## src/rtl/weighted_rr_arbiter_if.sv

```systemverilog
// weighted_rr_arbiter_if: request/grant bundle between requesters and the weighted round-robin arbiter
//   master : drives req, hold, flush, cfg_weight, cfg_load; observes grant, grant_valid, grant_id, quantum_left
//   slave  : the arbiter side of the same signals
interface weighted_rr_arbiter_if #(
    parameter int N        = 4,
    parameter int WEIGHT_W = 4
);
    logic [N-1:0]          req;
    logic [N-1:0]          hold;
    logic [N-1:0]          flush;
    logic [N*WEIGHT_W-1:0] cfg_weight;
    logic                  cfg_load;
    logic [N-1:0]          grant;
    logic                  grant_valid;
    logic [$clog2(N)-1:0]  grant_id;
    logic [WEIGHT_W-1:0]   quantum_left;

    modport master (
        output req, hold, flush, cfg_weight, cfg_load,
        input  grant, grant_valid, grant_id, quantum_left
    );

    modport slave (
        input  req, hold, flush, cfg_weight, cfg_load,
        output grant, grant_valid, grant_id, quantum_left
    );
endinterface

```

## src/rtl/weighted_rr_arbiter.sv

```systemverilog
// weighted_rr_arbiter: zero-latency weighted round-robin arbiter over N requesters
//   clk   : rising-edge clock
//   reset : asynchronous active-high reset (ptr=N-1, cnt=0, all weights 1)
//   bus   : slave side of weighted_rr_arbiter_if (req/hold/flush/cfg in, grant/id/quantum out)
module weighted_rr_arbiter #(
    parameter int N        = 4,
    parameter int WEIGHT_W = 4
) (
    input  logic                   clk,
    input  logic                   reset,
    weighted_rr_arbiter_if.slave   bus
);
    localparam int ID_W = $clog2(N);

    logic [ID_W-1:0]     ptr_q, ptr_d;
    logic [WEIGHT_W-1:0] cnt_q, cnt_d;
    logic [WEIGHT_W-1:0] weight_q [N];
    logic [N-1:0]        eligible;
    logic                keep;
    logic                found;
    logic [ID_W-1:0]     winner;
    logic [ID_W-1:0]     idx;
    logic [WEIGHT_W-1:0] eff_weight;

    always_comb begin
        eligible = bus.req & ~bus.hold & ~bus.flush;
        keep     = eligible[ptr_q] && (cnt_q != '0);
        winner   = ptr_q;
        found    = 1'b0;
        idx      = ptr_q;
        // Scan farthest-first so the nearest eligible index after ptr wins; k=N revisits ptr last.
        for (int k = N; k >= 1; k--) begin
            idx = ptr_q + ID_W'(k);
            if (eligible[idx]) begin
                winner = idx;
                found  = 1'b1;
            end
        end
        winner     = keep ? ptr_q : winner;
        eff_weight = (weight_q[winner] == '0) ? WEIGHT_W'(1) : weight_q[winner];
        ptr_d      = found ? winner : ptr_q;
        // An idle cycle keeps the quantum, unless the owner is flushed, which forfeits it.
        cnt_d      = found ? (keep ? cnt_q - WEIGHT_W'(1) : eff_weight - WEIGHT_W'(1))
                           : (bus.flush[ptr_q] ? '0 : cnt_q);
        bus.grant        = found ? (N'(1) << winner) : '0;
        bus.grant_valid  = found;
        bus.grant_id     = found ? winner : '0;
        bus.quantum_left = cnt_q;
    end

    always_ff @(posedge clk or posedge reset) begin
        if (reset) begin
            ptr_q <= ID_W'(N - 1);
            cnt_q <= '0;
            for (int i = 0; i < N; i++) weight_q[i] <= WEIGHT_W'(1);
        end else begin
            ptr_q <= ptr_d;
            cnt_q <= cnt_d;
            if (bus.cfg_load)
                for (int i = 0; i < N; i++) weight_q[i] <= bus.cfg_weight[i*WEIGHT_W +: WEIGHT_W];
        end
    end
endmodule

```

## src/flat_wrapper.sv

```systemverilog
// flat-port wrapper written by rule: the top's interface ports become plain ports
module weighted_rr_arbiter_flat 
#(
    parameter int N        = 4,
    parameter int WEIGHT_W = 4
)
  (clk, reset, bus_req, bus_hold, bus_flush, bus_cfg_weight, bus_cfg_load, bus_grant, bus_grant_valid, bus_grant_id, bus_quantum_left);
  weighted_rr_arbiter_if #(.N(N), .WEIGHT_W(WEIGHT_W)) bus_i ();
  input  logic clk;
  input  logic reset;
  input wire logic [$bits(bus_i.req)-1:0] bus_req;
  input wire logic [$bits(bus_i.hold)-1:0] bus_hold;
  input wire logic [$bits(bus_i.flush)-1:0] bus_flush;
  input wire logic [$bits(bus_i.cfg_weight)-1:0] bus_cfg_weight;
  input wire logic [$bits(bus_i.cfg_load)-1:0] bus_cfg_load;
  output wire logic [$bits(bus_i.grant)-1:0] bus_grant;
  output wire logic [$bits(bus_i.grant_valid)-1:0] bus_grant_valid;
  output wire logic [$bits(bus_i.grant_id)-1:0] bus_grant_id;
  output wire logic [$bits(bus_i.quantum_left)-1:0] bus_quantum_left;
  assign bus_i.req = bus_req;
  assign bus_i.hold = bus_hold;
  assign bus_i.flush = bus_flush;
  assign bus_i.cfg_weight = bus_cfg_weight;
  assign bus_i.cfg_load = bus_cfg_load;
  assign bus_grant = bus_i.grant;
  assign bus_grant_valid = bus_i.grant_valid;
  assign bus_grant_id = bus_i.grant_id;
  assign bus_quantum_left = bus_i.quantum_left;
  weighted_rr_arbiter #(.N(N), .WEIGHT_W(WEIGHT_W)) u_core (.clk(clk), .reset(reset), .bus(bus_i));
endmodule
```

## config.mk

```make
export PLATFORM = sky130hd
export DESIGN_NAME = weighted_rr_arbiter_flat
export DESIGN_NICKNAME = d
export VERILOG_FILES = /design/src/rtl/weighted_rr_arbiter_if.sv /design/src/rtl/weighted_rr_arbiter.sv /design/src/flat_wrapper.sv
export SDC_FILE = /design/constraint.sdc
export NUM_CORES = 1
export LEC_CHECK = 0
export CAP_MARGIN = 5
export CORE_MARGIN = 2
export CORE_UTILIZATION = 54
export CTS_BUF_LIST = sky130_fd_sc_hd__clkbuf_4 sky130_fd_sc_hd__clkbuf_8
export DETAILED_ROUTE_END_ITERATION = 8
export PLACE_DENSITY = 0.88
export SYNTH_ARGS = -nofsm -noshare
export SYNTH_HDL_FRONTEND = slang
export SYNTH_SLANG_ARGS = --single-unit
```

## constraint.sdc

```tcl
create_clock -name clk -period 8.7 [get_ports clk]
set_input_delay 1.305 -clock clk [delete_from_list [all_inputs] [get_ports clk]]
set_output_delay 1.305 -clock clk [all_outputs]
set_load 0.005 [all_outputs]
```

**Word level (Yosys, flattened, before mapping)**

Index checks and enable logic that the tools add are counted.

- Register bits: 22
- Input bits: 31

- Add/sub/neg operators: 5
- Order comparisons: 5
- Shifts and indexed selects: 1
- Muxes and demuxes: 27
- Bitwise logic cells: 5
- Reduce and logical (&&, ||, !) cells: 4

Operators with widths:

| kind | number |
|---|---|
| $mux 4 | 7 |
| $lt 2x3->1 const B | 4 |
| $bmux 1 s2 | 5 |
| $mux 2 | 5 |
| $mux 1 | 9 |
| $and 4x4->4 | 2 |
| $bmux 4 s2 | 1 |
| $not 4->4 | 2 |
| $sub 4x1->4 const B | 2 |
| $add 2x2->2 const B | 2 |
| $logic_not 4->1 | 1 |
| $reduce_bool 4->1 | 1 |
| $shl 1x2->4 const A | 1 |
| $ge 3x3->1 const B | 1 |
| $not 2->3 | 1 |
| $add 2x1->2 const B | 1 |
| $reduce_bool 2->1 | 1 |
| $logic_and 1x1->1 | 1 |

**Logic depth before layout (Yosys ltp)**

- Depth in word-level cells: 18
- Gate-level depth with buffers: 11

**Least setup slack after synthesis**

OpenSTA, ideal clock, no wires.

- Kind: input port to output port
- Start: input bus_flush[1]
- End: output bus_grant[1]
- Arrival time: 2,873 ps
- Required time: 7,395 ps
- Slack: 4,522 ps
- Cell stages on the path: 8
- Cell sequence: or3b_1 > buf_4 > a221o_1 > a221o_1 > nand2_4 > buf_12 > nand2_1 > nor2_1

- Longest elaborated chain between the ends: 10
- Elaborated cells on any way between the ends: 21
- Classes of those cells: shift (1); mux (17); bitwise (2); reduce/logical (1)

Ends and longest elaborated chain:

| element | line | text |
|---|---|---|
| from (decl) | flat_wrapper.sv:13 | `input wire logic [$bits(bus_i.flush)-1:0] bus_flush;` |
| $not 4->4 * | weighted_rr_arbiter.sv:26 | `eligible = bus.req & ~bus.hold & ~bus.flush;` |
| $and 4x4->4 * | weighted_rr_arbiter.sv:26 |  |
| $bmux 1 s2 | weighted_rr_arbiter.sv:34 | `if (eligible[idx]) begin` |
| $mux 1 (implied by the code) | weighted_rr_arbiter.sv:34 |  |
| $mux 2 (3 in a row) | weighted_rr_arbiter.sv:34 |  |
| $mux 2 | weighted_rr_arbiter.sv:39 | `winner = keep ? ptr_q : winner;` |
| $shl 1x2->4 | weighted_rr_arbiter.sv:45 | `bus.grant = found ? (N'(1) << winner) : '0;` |
| $mux 4 * | weighted_rr_arbiter.sv:45 |  |
| to (decl) | flat_wrapper.sv:16 | `output wire logic [$bits(bus_i.grant)-1:0] bus_grant;` |

Every way passes the cells marked *; elsewhere a longest branch is shown, timed or not. The select of a mux whose other input is x is not followed.

**Worst setup path in the final report**

Same ends and word-level chain as after synthesis.

==> summary.md <==
| Metric | Value |
|---|---|
| Antenna violations before repair | `0` |
| Measured slew at the worst slew-check pin | `798 ps` |
| RSZ-0062 raised after global routing | `no` |
| Clock Path Buffers | `2` |
| Fin util | `0.718` |
| Cell type group with the largest total delay on the critical path | `buffers and inverters` |
| Buffers on Ports | `41` |
| Hold buffers post-CTS | `0` |
| Status | `finished, final reports clean` |
| Clock latency at the later pin of the worst-skew pair | `320 ps` |
| Non-Filler Cell Area, Final | `0.00198 sq mm` |
| Die ar. | `0.00337 sq mm` |
| Total power | `0.000501 W` |
| Hold Vio Cnt, Final | `0` |
| Via count | `1367` |
| Tcrit/Tclk final | `0.600` |
| Die H | `58.0 microns` |
| Buffers inserted by post-CTS timing repair | `0` |
| Seq/Total Area, Yosys | `0.354` |
| Post-synth top area share | `0.254` |
| Clock transition at path regs | `100 ps` |
| Slowest stage delay, CP | `520 ps` |
| CP max stage cell | `or3b_1` |
| Post-synthesis net count | `181` |
| Final Skew | `16.8 ps` |
| WP depth | `8` |
| Routed Antenna Nets | `0` |
| Inst Count DP | `214` |
| Warnings from Yosys | `0` |
| Post-synth cell types | `54` |
| # setup viols final | `0` |
| Num CTS Buffers | `3` |
| Buf+Inv Stages, Crit Path | `2` |
| Initial core utilization | `0.571` |
| Top_reg_cell synth | `dfrtp_1` |
| Power Dens Cells | `253 mW/mm^2` |
| Max VDD drop | `0.219 mV` |
| First-pass iteration count of the detailed router | `4` |
| Worst r2r dst | `u_core.bus.quantum_left[3]` |
| Cells after synthesis | `150` |
| P_leak | `0.800 nW` |
| Post-synth top cells | `18 x mux2_2, 16 x dfrtp_1, 14 x nor2_1` |
| Routed Wire Length | `3530 microns` |
| First-pass GRT wire length | `5920 microns` |
| Worst R2R Start | `u_core.bus.quantum_left[0]` |
| Drt drc | `0` |
| FILL cells | `195` |
| GRT overflow | `0` |
| H-tree depth | `1` |
| Slew Limit Fails | `0` |
| Layout cells sized above 1 | `0.230` |
| Post-cts sizing count | `0` |
| Worst EP required | `7390 ps` |
| HPWL after DPL | `2760 microns` |
| Synth Area per Inst | `10.5 sq um` |
| Worst rel slew slack | `0.468` |
| Avg WL per Cell | `16.2 microns` |
| Num ports | `42` |
| Register-to-Register Path Depth | `10` |
| Main area contributors after synthesis | `dfrtp_1 25%, mux2_2 13%, dfstp_2 10%` |
| Number of synthesized register bits | `22` |
| Vias in the first global route | `1358` |
| Synth area leader | `dfrtp_1` |
| Post-Layout Cell Count | `218` |
| Maxcap violations | `0` |
| NumNets Final | `219` |
| Num rows | `19` |
| Critical path capture point type | `primary output` |
| Crit path kind | `primary input to primary output` |
| Placement-stage cell area | `0.00195 sq mm` |
| Initial detailed-routing violation count | `69` |
| Die width | `58.0 microns` |
| CTS tree | `yes` |
| Total track usage | `0.230` |
| Largest net degree at the start of global routing | `23` |
| Worst-path fanout max | `12` |
| Hold Path Class | `flip-flop to flip-flop` |
| Post-synth EDFFs | `0` |
| Hold Path End | `u_core.weight_q[14]` |
| Flop2flop setup slack | `5260 ps` |
| Final TNS setup | `0 ps` |
| CP arrival | `3920 ps` |
| Max Fclk | `0.192 GHz` |
| P&R area growth vs syn | `25.7%` |
| Hold Path Cell Cnt | `1` |
| Top-count cell post-synth | `mux2_2` |
| Post-route minimum period | `5220 ps` |
| Clk sinks | `22` |
| Routed vias/inst | `6.27` |
| Syn Std Cell Area | `0.00158 sq mm` |
| Synth async-reset ratio | `1.00` |
| Root buffer cell | `clkbuf_4` |
| Hold path start | `u_core.weight_q[14]` |
| Crit start category | `primary input` |
| # diodes | `0` |
| Core box area | `0.00276 sq mm` |
| Gpl congestion | `0.849` |
| Worst-path cell chain | `clkdlybuf4s50_1 -> or3b_1 -> a221o_1 -> a221o_1 -> nand2_4 -> nand2_1 -> nor2_1 -> clkdlybuf4s50_1` |
-- layout make-up --
cell class              instances  area, sq um  share of cell area
multi-input cells             114          921               0.465
flip-flops and latches         22          558               0.282
repair buffers                 41          410               0.207
well taps                      31         38.8              0.0196
clock buffers                   4         30.0              0.0152
inverters                       6         22.5              0.0114
-- where the power goes --
group          leakage [nW]  internal [W]  switching (W)   total, W
Combinational         0.527      0.000148       0.000138   0.000286
Clock                0.0184     0.0000211      0.0000303  0.0000513
Sequential            0.255      0.000128      0.0000357   0.000163
Total                 0.800      0.000297       0.000204   0.000501
-- placed cells by master, fill, tap and decap left out, drive strengths merged, types with 2 or more instances in the layout --
master / n
nor2: 14
o21ai: 5
a2bb2oi: 2
dfstp: 6
nand3: 2
and3: 2
mux2i: 8
a221o: 2
o211ai: 3
dfrtp: 16
a31oi: 3
clkdlybuf4s50: 41
nor3: 3
or2: 2
nor4bb: 2
inv: 6
nor3b: 3
mux2: 18
a211oi: 2
or3b: 4
nand2: 11
o221ai: 2
clkbuf: 4
nor4b: 2
a311oi: 2
a21oi: 7
-- state kept, by name, indices dropped and copies added (netlist names) --
name and flops:
u_core.weight_q 16, u_core.bus.quantum_left 4, u_core.ptr_q 2
-- how the worst max path moves through the flow --
| stage | from | end | slack, ps |
|---|---|---|---|
| 6_report | bus_flush[1] | bus_grant[1] | 3480 |
| 5_1_grt | bus_flush[1] | bus_grant[1] | 3400 |
| 3_3_place_gp | bus_req[1] | bus_grant[3] | 3620 |
| 3_5_place_dp | bus_req[1] | bus_grant[1] | 3520 |
| 2_1_floorplan | bus_flush[1] | bus_grant[1] | 4520 |
| 4_1_cts | bus_req[1] | bus_grant[1] | 3510 |
-- through the flow --
step	setup slack [ps]	hold slack, ps
3_5_place_dp	3520	496
3_3_place_gp	3620	490
4_1_cts	3510	520
5_1_grt	3400	543
6_report	3480	520
2_1_floorplan	4520	475
-- cell families (layout without fill, tap and decap cells) --
family                 after synthesis  after routing  synth area share
and+or+nand+nor                     50             50             0.183
AOI/OAI and AO/OA                   37             37             0.200
muxes                               27             27             0.202
DFF                                 22             22             0.354
buffers and inverters               14             51            0.0612
-- routing by layer --
metal / global-route usage / up-vias / share of wire
li1: - / 642 / -
met1: 0.270 / 657 / 0.40
met2: 0.398 / 55 / 0.50
met3: 0.0402 / 13 / 0.069
met4: 0.126 / 0 / 0.030
met5: 0 / - / 0
Note: power is estimated with default switching activity, not from simulation.
==> edit (same settings) <==
`N` is set to 4 in 3 places; all go to 2.
--- a/src/rtl/weighted_rr_arbiter_if.sv
+++ b/src/rtl/weighted_rr_arbiter_if.sv
@@ -2,7 +2,7 @@
 //   master : drives req, hold, flush, cfg_weight, cfg_load; observes grant, grant_valid, grant_id, quantum_left
 //   slave  : the arbiter side of the same signals
 interface weighted_rr_arbiter_if #(
-    parameter int N        = 4,
+    parameter int N        = 2,
     parameter int WEIGHT_W = 4
 );
     logic [N-1:0]          req;
--- a/src/rtl/weighted_rr_arbiter.sv
+++ b/src/rtl/weighted_rr_arbiter.sv
@@ -3,7 +3,7 @@
 //   reset : asynchronous active-high reset (ptr=N-1, cnt=0, all weights 1)
 //   bus   : slave side of weighted_rr_arbiter_if (req/hold/flush/cfg in, grant/id/quantum out)
 module weighted_rr_arbiter #(
-    parameter int N        = 4,
+    parameter int N        = 2,
     parameter int WEIGHT_W = 4
 ) (
     input  logic                   clk,
--- a/src/flat_wrapper.sv
+++ b/src/flat_wrapper.sv
@@ -1,7 +1,7 @@
 // flat-port wrapper written by rule: the top's interface ports become plain ports
 module weighted_rr_arbiter_flat 
 #(
-    parameter int N        = 4,
+    parameter int N        = 2,
     parameter int WEIGHT_W = 4
 )
   (clk, reset, bus_req, bus_hold, bus_flush, bus_cfg_weight, bus_cfg_load, bus_grant, bus_grant_valid, bus_grant_id, bus_quantum_left);
Interface: changed (6 resized); port bits go from 42 to 25. No check against the original RTL was run, so the function may have changed too.
==> edit against the unedited design <==
  * First-iteration DRC count fell by 84%
  * Die area fell by 45%
  * Sequential cell count fell by 9
  * Via count fell by 48%
  * Count of clock-buffer cells in the layout fell by 1
  * Design area fell by 45%
  * Synthesized area fell by 48%
  * Power fell by 53%
  * Non-clock buffer count fell by 17
  * Critical path depth fell by 3
  * Wire length fell by 49%
  * Worst setup slack improved by 0.49 ns
  * Largest cell class unchanged
==> edit: results (changes against the unedited design) <==
{
  "power_leakage": {"value": 0.4393, "unit": "nW", "change": "-45%"},
  "worstPathMaxFanout": {"value": 6, "change": "-6"},
  "run_status": "finished, final reports clean",
  "synth.net_count": {"value": 96, "change": "-47%"},
  "detail_route.first_pass.iterations": {"value": 4, "change": "unchanged"},
  "gp_routability_congestion": {"value": 0.8097, "change": "-4.6%"},
  "cts_setup_buffers": {"value": 0, "change": "unchanged"},
  "dp_hpwl": {"value": 1431, "unit": "um", "change": "-48%"},
  "clk_latency": {"value": 0.28, "unit": "ns", "change": "-0.04 ns"},
  "post_synth_most_frequent_cells": "10 x sky130_fd_sc_hd__dfrtp_1, 8 x sky130_fd_sc_hd__mux2_2, 6 x sky130_fd_sc_hd__nor2_1",
  "cts_made_buffers": {"value": 3, "change": "unchanged"},
  "synth_seq_area_share": {"value": 40.28, "unit": "%", "change": "+4.9 points"},
  "async_reset_ff_share": {"value": 100.0, "unit": "%", "change": "unchanged"},
  "ant_diodes": {"value": 0, "change": "unchanged"},
  "min_path_type": "flop to flop",
  "largest_register_ff_count": {"value": 8, "change": "-8"},
  "global_route.usage.total": {"value": 23.50, "unit": "%", "change": "+0.48 points"},
  "clkTransAtPathRegs": {"value": 0.08, "unit": "ns", "change": "-0.02 ns"},
  "grt_max_degree": {"value": 14, "change": "-39%"},
  "worst_slew_margin_rel": {"value": 63.22, "unit": "%", "change": "+16 points"},
  "grt_first_pass_wirelength": {"value": 3098, "unit": "um", "change": "-48%"},
  "power.ir.vdd_worst": {"value": 0.1535, "unit": "mV", "change": "-30%"},
  "htreeDepth": {"value": 1, "change": "unchanged"},
  "buffer_ports.inserted": {"value": 24, "change": "-41%"},
  "antenna_found_initial": {"value": 0, "change": "unchanged"},
  "synth.avg_cell_area": {"value": 10.47, "unit": "um2", "change": "-0.26%"},
  "p_sw": {"value": 86.04, "unit": "uW", "change": "-58%"},
  "place_ws": {"value": 3.990, "unit": "ns", "change": "+0.4676 ns"},
  "dominantRegCellSynth": "sky130_fd_sc_hd__dfrtp_1",
  "largest_register_by_flop_count": "u_core.weight_q",
  "post_route_cells_drive_above_1_share": {"value": 18.45, "unit": "%", "change": "-4.5 points"},
  "yosys_warnings": {"value": 0, "change": "unchanged"},
  "clock-root-buffer": "sky130_fd_sc_hd__clkbuf_4",
  "finalWirelength": {"value": 1803, "unit": "um", "change": "-49%"},
  "post_cts_repair_resize_count": {"value": 0, "change": "unchanged"},
  "skew": {"value": 0.0005782, "unit": "ns", "change": "-0.01617 ns"},
  "vias_in_the_first_global_route": {"value": 701, "change": "-48%"},
  "final-instance-count-excl-fill": {"value": 119, "change": "-45%"},
  "detailedRoute.firstIterationViolations": {"value": 11, "change": "-84%"},
  "avgViaCountPerCell": {"value": 6.008, "change": "-4.2%"},
  "yosysUniqueCellTypes": {"value": 40, "change": "-26%"},
  "max-clock-path-buffers": {"value": 2, "change": "unchanged"},
  "synth_area_leaders": "sky130_fd_sc_hd__dfrtp_1 31%, sky130_fd_sc_hd__mux2_2 11%, sky130_fd_sc_hd__dfstp_2 9.6%"
}
==> edit: cell count changes after synthesis, moves of 6 or more <==
cell,delta
sky130_fd_sc_hd__nand2_1,-6
sky130_fd_sc_hd__mux2i_1,-7
sky130_fd_sc_hd__a21oi_1,-6
sky130_fd_sc_hd__dfrtp_1,-6
sky130_fd_sc_hd__mux2_2,-10
sky130_fd_sc_hd__nor2_1,-8
==> edit: per-stage QoR <==
stage	cell area [um2]	hold slack (ns)	util, %	total power [mW]
floorplan	817.0	0.4739	-	0.1600
global placement	1055	0.4847	72.55	0.1937
detailed placement	1055	0.4906	72.55	0.1999
CTS	1082	0.5099	74.44	0.2383
global route	1082	0.5246	74.44	0.2535
finish	1082	0.5034	74.44	0.2373
==> edit: critical path, cell delays in order <==
cell,delay [ns]
sky130_fd_sc_hd__clkdlybuf4s50_1,0.48
sky130_fd_sc_hd__nor3b_1,0.48
sky130_fd_sc_hd__and2b_1,0.31
sky130_fd_sc_hd__nor3_1,0.29
sky130_fd_sc_hd__clkdlybuf4s50_1,0.56
==> edit: area by class of cell <==
type / count / area [um2]
Tap cell: 16 / 20.02
Timing Repair Buffer: 24 / 240.2
Multi-Input combinational cell: 59 / 454.2
Sequential cell: 13 / 329.1
Clock inverter: 1 / 5.005
Clock buffer: 3 / 22.52
Fill cell: 116 / 371.6
Inverter: 3 / 11.26
==> edit: cells by family after synthesis <==
kind of cell	after synthesis	share of synthesized area [%]
flops	13	40.28
xor+xnor	1	1.072
mux	9	12.86
compound gates	19	17.00
fa+ha+maj	1	1.531
simple gates	29	23.12
buf+inv	6	4.134
==> edit: power groups by stage <==
stage | clock [mW] | combinational (mW) | sequential [mW]
floorplan | 0 | 0.0709 | 0.0891
global placement | 0 | 0.100 | 0.0935
detailed placement | 0 | 0.105 | 0.0947
CTS | 0.0394 | 0.106 | 0.0933
global route | 0.0431 | 0.115 | 0.0958
finish | 0.0389 | 0.105 | 0.0934
==> edit: path summary, 6_finish.rpt <==
check / start / endpoint / slack (ns) / cells past startpoint
min reg2reg: u_core.weight_q[2] / u_core.weight_q[2] / 0.50 / 1
max reg2reg: u_core.bus.quantum_left[0] / u_core.bus.quantum_left[2] / 5.91 / 8
max in group asynchronous: reset / u_core.weight_q[4] / 7.01 / 2
max: bus_req[1] / bus_grant[1] / 3.97 / 5
min in group asynchronous: reset / u_core.weight_q[1] / 1.33 / 2
min: u_core.weight_q[2] / u_core.weight_q[2] / 0.50 / 1
==> edit: per-layer routing <==
layer | track usage (%) | vias up | part of all wire (%)
met5 | 0 | - | 0
met4 | 13.75 | 0 | 2.0
met3 | 6.809 | 5 | 7.2
met2 | 38.48 | 32 | 50
met1 | 26.92 | 336 | 41
li1 | - | 342 | -
